--- src/rtl/core_types_pkg.sv ---
// Shared core types for the operand-collector launch path.
// Info bundle typedef and its default width.
package core_types_pkg;

    localparam int OC_PAIR_INFO_WIDTH = 18;

    typedef logic [OC_PAIR_INFO_WIDTH-1:0] oc_launch_info_t;

endpackage

--- src/rtl/oc_info_fifo.sv ---
// In-order circular FIFO of per-op info; any depth, pointers wrap at DEPTH-1.
module oc_info_fifo #(
    parameter int DEPTH     = 3,
    parameter int LOG_DEPTH = $clog2(DEPTH),
    parameter int W         = 18
) (
    input  logic         CLK,
    input  logic         nRST,
    input  logic         enq,
    input  logic [W-1:0] enq_data,
    input  logic         deq,
    output logic         full,
    output logic         empty,
    output logic [W-1:0] head_data
);

    logic [W-1:0]         mem_q [DEPTH];
    logic [W-1:0]         mem_d [DEPTH];
    logic [LOG_DEPTH-1:0] head_q, head_d;
    logic [LOG_DEPTH-1:0] tail_q, tail_d;
    logic [LOG_DEPTH:0]   count_q, count_d;
    logic                 enq_ok, deq_ok;

    function automatic logic [LOG_DEPTH-1:0] wrap_inc(input logic [LOG_DEPTH-1:0] p);
        return (p == LOG_DEPTH'(DEPTH - 1)) ? '0 : p + 1'b1;
    endfunction

    assign full      = (count_q == (LOG_DEPTH + 1)'(DEPTH));
    assign empty     = (count_q == '0);
    assign head_data = mem_q[head_q];
    assign enq_ok    = enq & ~full;
    assign deq_ok    = deq & ~empty;

    always_comb begin
        mem_d   = mem_q;
        head_d  = head_q;
        tail_d  = tail_q;
        count_d = count_q;
        if (enq_ok) begin
            mem_d[tail_q] = enq_data;
            tail_d        = wrap_inc(tail_q);
        end
        if (deq_ok) begin
            head_d = wrap_inc(head_q);
        end
        unique case ({enq_ok, deq_ok})
            2'b10:   count_d = count_q + 1'b1;
            2'b01:   count_d = count_q - 1'b1;
            default: count_d = count_q;
        endcase
    end

    always_ff @(posedge CLK or negedge nRST) begin
        if (!nRST) begin
            for (int i = 0; i < DEPTH; i++) mem_q[i] <= '0;
            head_q  <= '0;
            tail_q  <= '0;
            count_q <= '0;
        end else begin
            mem_q   <= mem_d;
            head_q  <= head_d;
            tail_q  <= tail_d;
            count_q <= count_d;
        end
    end

endmodule

--- src/rtl/oc_pair_launch.sv ---
// Pairs A/B operand-collector heads with in-order op info into a launch register.
// Optional OC_PAIR_LAUNCH_PERF_EN adds saturating wait/stall counters.
module oc_pair_launch
    import core_types_pkg::*;
#(
    parameter int OC_ENTRIES     = 3,
    parameter int LOG_OC_ENTRIES = $clog2(OC_ENTRIES),
    parameter int INFO_WIDTH     = $bits(oc_launch_info_t)
) (
    input  logic                  CLK,
    input  logic                  nRST,
    input  logic                  issue_valid,
    input  logic [INFO_WIDTH-1:0] issue_info,
    output logic                  issue_ready,
    input  logic                  A_operand_collected,
    output logic                  A_operand_collected_ack,
    input  logic [31:0]           A_operand_data,
    output logic                  A_operand_data_ack,
    input  logic                  B_operand_collected,
    output logic                  B_operand_collected_ack,
    input  logic [31:0]           B_operand_data,
    output logic                  B_operand_data_ack,
    output logic                  launch_valid,
    output logic [INFO_WIDTH-1:0] launch_info,
    output logic [31:0]           launch_A,
    output logic [31:0]           launch_B,
`ifdef OC_PAIR_LAUNCH_PERF_EN
    output logic [31:0]           perf_wait_A_cycles,
    output logic [31:0]           perf_wait_B_cycles,
    output logic [31:0]           perf_stall_cycles,
`endif
    input  logic                  launch_ready
);

    logic                  fifo_full, fifo_empty;
    logic [INFO_WIDTH-1:0] head_info;
    logic                  launch_free, fire;

    logic                  launch_valid_q, launch_valid_d;
    logic [INFO_WIDTH-1:0] launch_info_q, launch_info_d;
    logic [31:0]           launch_a_q, launch_a_d;
    logic [31:0]           launch_b_q, launch_b_d;

    oc_info_fifo #(
        .DEPTH     (OC_ENTRIES),
        .LOG_DEPTH (LOG_OC_ENTRIES),
        .W         (INFO_WIDTH)
    ) u_fifo (
        .CLK       (CLK),
        .nRST      (nRST),
        .enq       (issue_valid),
        .enq_data  (issue_info),
        .deq       (fire),
        .full      (fifo_full),
        .empty     (fifo_empty),
        .head_data (head_info)
    );

    assign issue_ready = ~fifo_full;
    assign launch_free = ~launch_valid_q | launch_ready;
    assign fire = ~fifo_empty & A_operand_collected
                & B_operand_collected & launch_free;

    // Both collectors always pop together so their entries stay paired.
    assign A_operand_collected_ack = fire;
    assign A_operand_data_ack      = fire;
    assign B_operand_collected_ack = fire;
    assign B_operand_data_ack      = fire;

    always_comb begin
        launch_valid_d = launch_valid_q;
        launch_info_d  = launch_info_q;
        launch_a_d     = launch_a_q;
        launch_b_d     = launch_b_q;
        if (fire) begin
            launch_valid_d = 1'b1;
            launch_info_d  = head_info;
            launch_a_d     = A_operand_data;
            launch_b_d     = B_operand_data;
        end else if (launch_ready) begin
            launch_valid_d = 1'b0;
        end
    end

    always_ff @(posedge CLK or negedge nRST) begin
        if (!nRST) begin
            launch_valid_q <= 1'b0;
            launch_info_q  <= '0;
            launch_a_q     <= '0;
            launch_b_q     <= '0;
        end else begin
            launch_valid_q <= launch_valid_d;
            launch_info_q  <= launch_info_d;
            launch_a_q     <= launch_a_d;
            launch_b_q     <= launch_b_d;
        end
    end

    assign launch_valid = launch_valid_q;
    assign launch_info  = launch_info_q;
    assign launch_A     = launch_a_q;
    assign launch_B     = launch_b_q;

`ifdef OC_PAIR_LAUNCH_PERF_EN
    logic [31:0] perf_wait_a_q, perf_wait_a_d;
    logic [31:0] perf_wait_b_q, perf_wait_b_d;
    logic [31:0] perf_stall_q, perf_stall_d;
    logic        wait_a, wait_b, stall;

    assign wait_a = ~fifo_empty & ~A_operand_collected;
    assign wait_b = ~fifo_empty & A_operand_collected & ~B_operand_collected;
    assign stall  = launch_valid_q & ~launch_ready;

    always_comb begin
        perf_wait_a_d = perf_wait_a_q;
        perf_wait_b_d = perf_wait_b_q;
        perf_stall_d  = perf_stall_q;
        if (wait_a && ~&perf_wait_a_q) perf_wait_a_d = perf_wait_a_q + 32'd1;
        if (wait_b && ~&perf_wait_b_q) perf_wait_b_d = perf_wait_b_q + 32'd1;
        if (stall && ~&perf_stall_q)   perf_stall_d  = perf_stall_q + 32'd1;
    end

    always_ff @(posedge CLK or negedge nRST) begin
        if (!nRST) begin
            perf_wait_a_q <= '0;
            perf_wait_b_q <= '0;
            perf_stall_q  <= '0;
        end else begin
            perf_wait_a_q <= perf_wait_a_d;
            perf_wait_b_q <= perf_wait_b_d;
            perf_stall_q  <= perf_stall_d;
        end
    end

    assign perf_wait_A_cycles = perf_wait_a_q;
    assign perf_wait_B_cycles = perf_wait_b_q;
    assign perf_stall_cycles  = perf_stall_q;
`endif

    a_issue_not_full: assert property (@(posedge CLK) disable iff (!nRST)
        issue_valid |-> issue_ready)
        else $error("issue_valid while FIFO full; op dropped");

    a_collect_has_op: assert property (@(posedge CLK) disable iff (!nRST)
        (A_operand_collected | B_operand_collected) |-> ~fifo_empty)
        else $error("operand collected with empty op FIFO");

endmodule

--- config.mk ---
export PLATFORM = sky130hd
export DESIGN_NAME = oc_pair_launch
export DESIGN_NICKNAME = d
export VERILOG_FILES = /design/src/rtl/core_types_pkg.sv /design/src/rtl/oc_info_fifo.sv /design/src/rtl/oc_pair_launch.sv
export SDC_FILE = /design/constraint.sdc
export NUM_CORES = 1
export LEC_CHECK = 0
export CAP_MARGIN = 20
export CORE_MARGIN = 2
export CORE_UTILIZATION = 33
export DETAILED_ROUTE_END_ITERATION = 12
export DONT_BUFFER_PORTS = 1
export GPL_ROUTABILITY_DRIVEN = 0
export PLACE_DENSITY_LB_ADDON = 0.1
export SKIP_CTS_REPAIR_TIMING = 1
export SLEW_MARGIN = 10
export SYNTH_ARGS = -nofsm -noshare
export SYNTH_HDL_FRONTEND = slang
export SYNTH_SLANG_ARGS = --single-unit
--- constraint.sdc ---
create_clock -name CLK -period 4.02 [get_ports CLK]
set_clock_uncertainty 0.2 [all_clocks]
set_input_delay 0.603 -clock CLK [delete_from_list [all_inputs] [get_ports CLK]]
set_output_delay 0.603 -clock CLK [all_outputs]
set_load 0.1 [all_outputs]
Yosys cells after proc, flatten, opt, wreduce, memory -nomap -nowiden
Index checks and enable logic that the tools add are counted.
{"block": "word_totals", "input_bits": 88, "wordCells": 48, "reg_bits": 144}
{"block": "classes", "order_cmp": 3, "bitwise": 11, "n_reduce_logical": 4, "n_addsub": 4, "n_mux": 11, "eq_ne": 5}
{"op": "54-bit bitwise mux", "n": 1}
{"op": "18-bit 2-to-1 mux", "n": 3}
{"op": "18-bit binary-select mux with 2-bit select", "n": 1}
{"op": "18-bit demux with 2-bit select", "n": 1}
{"op": "2-bit == test, second input constant", "n": 3}
{"op": "3-bit greater-or-equal comparator, second input constant", "n": 2}
{"op": "2-bit inverter with 3-bit output", "n": 2}
{"op": "3-bit case mux with 2 select lines", "n": 1}
{"op": "1-bit AND", "n": 5}
{"op": "2-bit by 1-bit adder with 2-bit output, second input constant", "n": 2}
{"op": "2-bit 2-to-1 mux", "n": 2}
{"op": "2-bit nonzero test", "n": 2}
{"op": "3-bit by 1-bit adder with 3-bit output, second input constant", "n": 1}
{"op": "3-bit by 2-bit == test with 1-bit output, second input constant", "n": 1}
{"op": "3-bit zero test", "n": 1}
{"op": "3-bit by 1-bit less-than comparator with 1-bit output, second input constant", "n": 1}
{"op": "1-bit inverter", "n": 3}
{"op": "3-bit by 1-bit subtractor with 3-bit output, second input constant", "n": 1}
{"op": "2-bit by 1-bit == test with 1-bit output, second input constant", "n": 1}
{"op": "1-bit 2-to-1 mux", "n": 2}
{"op": "1-bit logical AND", "n": 1}
{"op": "1-bit OR", "n": 1}

Depth between registers and ports, before layout
{"block": "depth", "word_depth": 8, "ltp_mapped": 8, "depth_no_buf": 8}

Hierarchy
A second synthesis with hierarchy kept.
{"block": "hier_totals", "hier_cells": 391, "hier_area_um2": 6339.8}
{"module": "oc_pair_launch", "cells_per_inst": 183, "instances": 1, "area_each_um2": 3502.1}
{"module": "oc_info_fifo", "cells_per_inst": 208, "instances": 1, "area_each_um2": 2837.7}

Worst setup path after synthesis
Ideal clock, no wire load.
{"block": "synth_path", "path_type": "register -> output", "startpoint": "register launch_valid_q, in the netlist launch_valid", "endpoint": "output A_operand_data_ack", "setup_slack_ns": 1.323, "arrival_time_ns": 1.894, "t_required_ns": 3.217, "stages_incl_launch_ff": 5, "cell_sequence": "dfrtp_1 a21oi_2 buf_6 buf_6 buf_4"}
{"block": "synth_via", "elab_chain_cells": 3}
{"element": "start: declaration", "line_no": "oc_pair_launch.sv:39", "text": "logic launch_valid_q, launch_valid_d;"}
{"element": "start signal: assignment", "line_no": "oc_pair_launch.sv:92", "text": "launch_valid_q <= launch_valid_d;"}
{"element": "1-bit inverter", "line_no": "oc_pair_launch.sv:60", "text": "assign launch_free = ~launch_valid_q | launch_ready;"}
{"element": "1-bit OR", "line_no": "oc_pair_launch.sv:60"}
{"element": "1-bit AND", "line_no": "oc_pair_launch.sv:62", "text": "& B_operand_collected & launch_free;"}
{"element": "end: declaration", "line_no": "oc_pair_launch.sv:18", "text": "output logic A_operand_data_ack,"}
Every way passes these cells.

Final worst setup path
{"block": "layout_path", "startpoint": "register launch_valid_q, in the netlist launch_valid", "endpoint": "output B_operand_data_ack"}
{"block": "layout_via", "elab_chain_cells": 3}
{"element": "1-bit inverter", "line_no": "oc_pair_launch.sv:60"}
{"element": "1-bit OR", "line_no": "oc_pair_launch.sv:60"}
{"element": "1-bit AND", "line_no": "oc_pair_launch.sv:62"}
{"element": "end: declaration", "line_no": "oc_pair_launch.sv:22", "text": "output logic B_operand_data_ack,"}
Every way passes these cells.

==> reports/qor.yml <==
area_delta_synth_final_pct: 13.1
cts.path.max_buffers: 2
cts_root_buffer: "clkbuf_16"
worst_pin_slew_ps: 1040
yosysWarnings: 0
fin_hold_ws_ps: -310
crit_chain: "a21oi_4 -> buf_4"
final_max_slew_viol_count: 0
drive_above_1_share_pct: 48.6
drc: 0
antenna_found_initial: 0
ys_ff_latch: 144
arrival_ps: 2270
layout_common_cells: "dfrtp_1 (144), mux2_2 (80), mux2_4 (58)"
grt_pass1_vias: 3455
syn_avg_cell_area_um2: 16.8
synthFlopType: "dfrtp_1"
htree_levels: 4
crit_fanout: 8
syn_inst: 366
fmax_ghz: 0.325
via_per_inst: 4.89
synthArstFlopShare_pct: 100
drtIter0Drc: 84
ant_nets: 0
synth_edf_count: 0
ios: 176
core_area_mm2: 0.0181
synthDistinctLibCells: 29
finalCriticalPeriod_ps: 3070
portBuffers: 0
yosysSeqAreaShare_pct: 58.8
cts_tree: "done"
antenna_cells: 0
initial_utilization_pct: 33.9
finalHoldViolations: 144
status: "finished, violations left"
dp_hpwl_um: 8030
design.final.nets: 462
fin_setup_tns_ps: 0
required_ps: 3220
startpoint_type: "flop"
slew-limit-headroom_pct: 30.5
maxCapViolCount: 0
totalWireLength_um: 12600
setup_viol: 0
grt_first_pass_wirelength_um: 20200
netlist_area_mm2: 0.00613
reg2reg_slack_ps: 1510
layout_commonest_cell: "dfrtp_1"
track_usage_pct: 13.6
synth_nets: 456
dieWidth_um: 140
cts_made_buffers: 17
grt_start_max_net_pins: 145
finalCritPeriodShare_pct: 76.4
hold_path_class: "in -> async"
fp.dieH_um: 140
slowest_stage: "dfrtp_1"
crit_family: "flip-flops"
wire_per_inst_um: 20.5
first_pass_iters: 3
crit_buf_inv: 1
vias: 3004
max_stage_delay_ps: 780
grt_overflow: 0
critPathKind: "reg -> out"
worstSkewPairLatency_ps: 410
violations: "hold timing"
die_area_mm2: 0.0197
clkSlewWorstSetupHoldPaths_ps: 60
rows: 49
rsz0062_at_grt: "no"
clkSinkCount: 144
setup.worst_path.end_class: "output port"
[sequential cells by signal (all words and copies together) (netlist names)]
signal and count:
launch_info 18, u_fifo.mem_q 54, u_fifo.count_q 3, launch_B 32
u_fifo.head_q 2, launch_A 32, u_fifo.tail_q 2, launch_valid 1
[synth_stat cells (2+ instances only)]
cell type  number  area, um2
mux2_2         80        901
buf_6           7       78.8
xor2_1          2       17.5
dfrtp_1       144       3600
a21bo_2         2       20.0
mux2_4         58        871
o2bb2ai_1      18        158
buf_4           4       30.0
clkbuf_1        3       11.3
inv_1           5       18.8
buf_2           5       25.0
mux2i_1        19        190
nor2_1          3       11.3
[logic make-up (layout without fill, tap and decap cells)]
| family | after synthesis | count (layout) | synth area share (%) |
|---|---|---|---|
| flip-flops | 144 | 144 | 58.8 |
| AND/OR/NAND/NOR | 9 | 9 | 1.35 |
| multiplexers | 157 | 157 | 32.0 |
| buffers and inverters | 27 | 46 | 3.29 |
| AO/OA/AOI/OAI | 24 | 24 | 3.63 |
| adder cells (fa/ha/maj) | 2 | 2 | 0.531 |
| XOR/XNOR | 3 | 3 | 0.429 |
[metrics by stage]
step	instances	setup slack (ps)	utilization [%]	hold slack [ps]	area (um2)
final	614	948	38.3	-310	6940
after global placement	582	1370	35.0	112	6340
after floorplan	366	1320	-	107	6130
after CTS	614	898	38.3	-341	6940
after detailed placement	582	1360	35.0	111	6340
after global routing	614	866	38.3	-346	6940
[path summary, 6_finish.rpt]
kind | to | start | depth (start not counted)
setup / recovery | B_operand_data_ack | launch_valid | 2
hold reg to reg | u_fifo.mem_q[43] | u_fifo.mem_q[43] | 1
min in group CLK | launch_valid | launch_ready | 1
hold / removal | launch_A[4] | nRST | 0
max in group asynchronous | launch_A[10] | nRST | 0
setup reg to reg | launch_A[14] | launch_valid | 3
[routing by layer]
layer | track usage [%] | vias up | share of wire (%)
li1 | - | 1326 | -
met1 | 15.7 | 1577 | 41
met2 | 23.1 | 89 | 51
met3 | 5.37 | 12 | 5.8
met4 | 4.57 | 0 | 1.4
met5 | 0 | - | 0
[cell type report]
class | count | area [um2]
Multi-Input combinational cell | 195 | 2340
Fill cell | 1660 | 11200
Clock inverter | 12 | 131
Sequential cell | 144 | 3600
Inverter | 5 | 18.8
Clock buffer | 20 | 467
Timing Repair Buffer | 9 | 92.6
Tap cell | 229 | 287
Power is not shown: default switching activity piles up to over one toggle a cycle in this logic, so the estimate is an artifact.
